<file path="src/rtl/dna_porte2.sv">
// dna_porte2 - behavioural model of the FPGA device-DNA access port.
//
// Holds a fixed identifier (SIM_DNA_VALUE). READ loads it into an internal
// shift register; SHIFT moves the register toward the LSB with din_i entering
// at the MSB. dout_o always shows register bit 0, so the identifier is read
// LSB first: bit 0 right after the READ edge, then bit k after the k-th shift.
//
// Ports:
//   clk_i    - shift clock, rising edge active
//   rst_n_i  - asynchronous active-low reset, clears the shift register
//   din_i    - serial data shifted into the MSB end
//   read_i   - load SIM_DNA_VALUE (has priority over shift_i)
//   shift_i  - shift enable
//   dout_o   - serial data out, combinational copy of register bit 0

module dna_porte2 #(
   parameter int unsigned              DNA_WIDTH     = 96,
   parameter logic [DNA_WIDTH-1:0]     SIM_DNA_VALUE = '0
) (
   input  logic clk_i,
   input  logic rst_n_i,
   input  logic din_i,
   input  logic read_i,
   input  logic shift_i,
   output logic dout_o
);

   // The shift expression below needs at least two register bits.
   if (DNA_WIDTH < 2) begin : g_width_check
      $error("dna_porte2: DNA_WIDTH must be at least 2");
   end

   logic [DNA_WIDTH-1:0] sr_q;
   logic [DNA_WIDTH-1:0] sr_d;

   // READ wins over SHIFT; with neither the register holds.
   always_comb begin
      sr_d = sr_q;
      if (read_i) begin
         sr_d = SIM_DNA_VALUE;
      end else if (shift_i) begin
         sr_d = {din_i, sr_q[DNA_WIDTH-1:1]};
      end
   end

   always_ff @(posedge clk_i or negedge rst_n_i) begin
      if (!rst_n_i) begin
         sr_q <= '0;
      end else begin
         sr_q <= sr_d;
      end
   end

   assign dout_o = sr_q[0];

endmodule

</file>
<file path="config.mk">
export PLATFORM = sky130hd
export DESIGN_NAME = dna_porte2
export DESIGN_NICKNAME = d
export VERILOG_FILES = /design/src/rtl/dna_porte2.sv
export SDC_FILE = /design/constraint.sdc
export NUM_CORES = 1
export LEC_CHECK = 0
export ABC_AREA = 1
export BUFFER_PORTS_ARGS = -buffer_cell sky130_fd_sc_hd__buf_2
export CORE_MARGIN = 2
export CORE_UTILIZATION = 30
export DETAILED_ROUTE_END_ITERATION = 12
export GPL_TIMING_DRIVEN = 1
export PLACE_DENSITY = 0.52
export SLEW_MARGIN = 0
export SYNTH_ARGS = -nofsm -noshare
export SYNTH_HDL_FRONTEND = slang
export SYNTH_SLANG_ARGS = --single-unit
</file>
<file path="constraint.sdc">
create_clock -name clk_i -period 0.9 [get_ports clk_i]
set_clock_uncertainty 0.1 [all_clocks]
set_input_delay 0 -clock clk_i [delete_from_list [all_inputs] [get_ports clk_i]]
set_output_delay 0 -clock clk_i [all_outputs]
set_load 0.01 [all_outputs]
</file>
=== Word level (Yosys, flattened, before mapping) ===
Cells that the tools add are included.

* Multipliers: 0
* $lt $le $gt $ge: 0
* Shift-type cells: 0
* Eq/ne operators: 0
* Divide/modulo/power cells: 0
* Muxes and demuxes: 2
* Reductions and logical operators: 1
* Bitwise logic cells: 0
* Add/subtract/negate cells: 0

{| class="wikitable"
|+ Operators with widths
! cell !! count
|-
| $mux 96 || 2
|-
| $reduce_bool 2->1 || 1
|}

* Bits in latches: 0
* Memories: 0
* Memory bits (read-only): 0
* Input bits: 5
* RAM bits: 0
* Output and inout port bits: 1
* Logic and storage cells: 4
* Register bits: 96

=== Depth between registers and ports, before layout ===
* Depth in word-level cells: 2
* Gate-level depth with buffers: 6
* Depth with buffers taken out: 3

=== Least setup slack after synthesis ===
Ideal clock, no wire load.

* Path kind: input to register
* From: input shift_i
* To: register sr_q[53]
* Required time: 0.735 ns
* Buffers on the path: 3
* Library setup time: 0.065 ns
* Arrival: 0.637 ns
* Slack: 0.098 ns
* Cell stages on the path: 6
* Cell sequence: buf_4 > nor2_4 > buf_4 > buf_4 > nand2_1 > nand2_1

* Cells in the longest elaborated chain, start to end: 1

{| class="wikitable"
|+ RTL lines
! element !! line !! text
|-
| from (decl) || 24 || <nowiki>input logic shift_i,</nowiki>
|-
| $reduce_bool 2->1 (no source line) || - ||
|-
| to (signal assigned) || 50 || <nowiki>sr_q <= sr_d;</nowiki>
|-
| to (decl) || 33 || <nowiki>logic [DNA_WIDTH-1:0] sr_q;</nowiki>
|}

Every way passes these cells.
A chain may end at the register's enable or synchronous reset.

=== Worst setup path after layout ===
* From: register sr_q[0]
* To: output dout_o

{| class="wikitable"
|+ RTL lines
! element !! line !! text
|-
| to (decl) || 25 || <nowiki>output logic dout_o</nowiki>
|}

No word-level cell between the ends.

==> results.rst <==
.. list-table::
   :header-rows: 1

   * - Metric
     - Value
   * - Pins over their slew limit
     - 0
   * - PD cells
     - 1924 nW/um^2
   * - Number of optimization iterations in the first detailed-route pass
     - 4
   * - Switching share of total power
     - 0.2224
   * - Clock sink count
     - 96
   * - Critical Path, Cell by Cell
     - buf_2
   * - CTS tree
     - yes
   * - HPWL after DPL
     - 3781 um
   * - Capturing element type of the critical path
     - output port
   * - Initial Utilization
     - 0.3034
   * - Cell variety after synth
     - 8
   * - Relative contribution of combinational cells to total power
     - 0.050
   * - Library cell with the largest summed area after synthesis
     - sky130_fd_sc_hd__dfrtp_1
   * - Slowest cell on the critical path
     - sky130_fd_sc_hd__dfrtp_1
   * - Final core utilization
     - 0.3529
   * - Number of primary I/O pins
     - 6
   * - Data required time at the worst endpoint
     - 800 ps
   * - Placeable Area
     - 12,470 um^2
   * - H-tree depth
     - 3
   * - X dimension of the die
     - 116.3 um
   * - Unrepaired setup endpoints after global routing
     - true
   * - Number of synthesized register bits
     - 96
   * - Number of placement rows
     - 41
   * - Count of buffers inserted at the top-level ports
     - 5
   * - Fillers
     - 1,293
   * - Final hold violation count
     - 14
   * - Average instance area after synthesis
     - 9.070 um^2
   * - Total congestion overflow after global routing
     - 0
   * - Clock network latency to the later pin of the worst-skew pair
     - 340 ps
   * - Routed wire length per instance
     - 11.30 um
   * - Internal power
     - 6.583 mW
   * - Finish-stage setup viols
     - 1
   * - Synthesized instance count
     - 417
   * - Classification of the worst setup path
     - reg2out
   * - Worst-Margin Slew
     - 245.7 ps
   * - Largest registers
     - sr_q x96
   * - Routability cong.
     - 0.6842
   * - Violated checks
     - hold timing, setup timing
   * - Dominant cells by area after synthesis
     - sky130_fd_sc_hd__dfrtp_1 (64%), sky130_fd_sc_hd__nand2_1 (19%), sky130_fd_sc_hd__nand3_1 (13%)
   * - Post-detailed-placement cell area
     - 4084 um^2
   * - Leakage component of the power
     - 2.406 nW
   * - ANT nets after route
     - 0
   * - Setup TNS
     - -51.67 ps
   * - Total Die Area
     - 13,520 um^2
   * - Tightest hold margin
     - -19.77 ps
   * - Arrival time at the worst endpoint
     - 850 ps
   * - Number of antenna violations at the first check in global routing
     - 0
   * - Period utilisation layout
     - 1.057
   * - Placed insts
     - 576
   * - TritonCTS buffer count
     - 9
   * - Die Span Y
     - 116.3 um
   * - CP bufs+invs
     - 1
   * - Most frequent cells in the layout
     - sky130_fd_sc_hd__nand2_1 (192), sky130_fd_sc_hd__nand3_1 (96), sky130_fd_sc_hd__dfrtp_1 (96)
   * - Flip-flop count of the largest register, all copies and words added
     - 96
   * - Tot GR Track Use
     - 0.1123
   * - Share of layout cells above drive strength 1
     - 0.08294
   * - Switch Pwr
     - 1.883 mW
   * - Final worst slack
     - -51.67 ps
   * - Max capacitance violation total
     - 0
   * - Status
     - finished, violations left
   * - Portion of total power attributed to the clock network
     - 0.439
   * - Post-Synthesis Cell Area
     - 3782 um^2
   * - Post-route design area
     - 4399 um^2
   * - Register with the most flip-flops
     - sr_q
   * - Layout area overhead
     - 16.31%
   * - Ant. Diodes
     - 0
   * - Startpoint type of the worst setup path
     - flop
   * - Critical path's top delay family
     - flip-flops
   * - CTS Root Buffer Type
     - sky130_fd_sc_hd__clkbuf_16
   * - Sequential fraction of the synthesis area
     - 0.6351
   * - Maximum fanout along the worst path
     - 2
   * - Mean number of vias per cell
     - 4.515
   * - Synthesized net count
     - 422
   * - Proportion of netlist area held by the largest area contributor
     - 0.6351
   * - Worst hold path type
     - in2async
   * - Warnings from Yosys
     - 0
   * - Total of hold buffers inserted after clock tree synthesis
     - 2
   * - Max Clock Freq
     - 1051 MHz
   * - Clk pin slew, worst setup/hold paths
     - 70 ps
   * - DRC violations left
     - 0
   * - Non-filler instance count after layout
     - 594
   * - First-pass GRT wire length
     - 12,220 um
   * - Critical path's largest stage delay
     - 380 ps
   * - Commonest non-fill, non-tap cell in the layout
     - sky130_fd_sc_hd__nand2_1
   * - Maximum number of pins on one net before global-route repair
     - 53
   * - Tightest slew margin relative to the limit
     - 0.8362
   * - Peak supply drop
     - 0.7281 mV
   * - # nets final
     - 423
   * - Total vias in the final route
     - 2,682
   * - Number of violations reported at the end of detailed-routing iteration 0
     - 165
   * - Vias in the first global route
     - 2,624
   * - Resize count post-CTS
     - 0
   * - Total wirelength of the detailed-routed design
     - 6711 um
   * - Seq pwr share
     - 0.510
   * - Minimum period implied by the final worst setup slack
     - 951.7 ps
   * - Clk buf depth
     - 2
-- synth_stat cells --
cell and n:
sky130_fd_sc_hd__nand2_1 192, sky130_fd_sc_hd__inv_2 1, sky130_fd_sc_hd__nand3_1 96, sky130_fd_sc_hd__clkbuf_1 9, sky130_fd_sc_hd__nor2_4 1, sky130_fd_sc_hd__buf_2 14
sky130_fd_sc_hd__dfrtp_1 96, sky130_fd_sc_hd__buf_4 8
-- stage by stage --
stage | worst slack (ps) | total power [mW]
final | -51.67 | 8.466
after global routing | -91.50 | 8.810
after CTS | -71.72 | 8.622
after detailed placement | 24.13 | 4.837
after global placement | 37.12 | 4.833
after floorplan | 98.23 | 4.610
-- kinds of logic (layout without fill, tap and decap cells) --
kind of cell / after synthesis / count (layout) / share of synthesized area
flops: 96 / 96 / 0.6351
simple gates: 289 / 289 / 0.3205
buf+inv: 32 / 37 / 0.04433
-- power by group through the flow --
stage          Combinational, mW  Clock [mW]  Sequential (mW)
2_1_floorplan              0.207           0             4.40
6_report                   0.425        3.72             4.32
3_5_place_dp               0.434           0             4.40
3_3_place_gp               0.430           0             4.40
5_1_grt                    0.476        4.02             4.32
4_1_cts                    0.441        3.86             4.32
-- layout make-up --
cell class	instances	area, um^2	area share
flip-flops and latches	96	2402	0.5461
multi-input cells	289	1212	0.2756
repair buffers	21	277.8	0.06314
clock buffers	10	229.0	0.05205
well taps	172	215.2	0.04892
clock inverters	5	58.81	0.01337
inverters	1	3.754	0.0008532
-- path summary, 6_finish.rpt --
check	from	to	slack [ps]	cells past startpoint
max	sr_q[0]	dout_o	-50	1
min reg2reg	sr_q[63]	sr_q[63]	370	2
max in group asynchronous	rst_n_i	sr_q[59]	220	3
max reg2reg	sr_q[0]	sr_q[0]	100	3
min in group clk_i	shift_i	sr_q[62]	60	5
min	rst_n_i	sr_q[26]	-20	2
-- layer usage --
metal	up-vias	global-route usage	wire (um)
met5	-	0	0
met4	0	0.05714	84
met3	10	0.02231	146
li1	1327	-	-
met1	1327	0.1585	3428
met2	18	0.1643	3052
-- timing repair --
action	CTS	global route
setup buffers	1	0
endpoints found under the setup margin	1	1
hold endpoints to repair	97	7
Note: power is estimated with default switching activity, not from simulation.
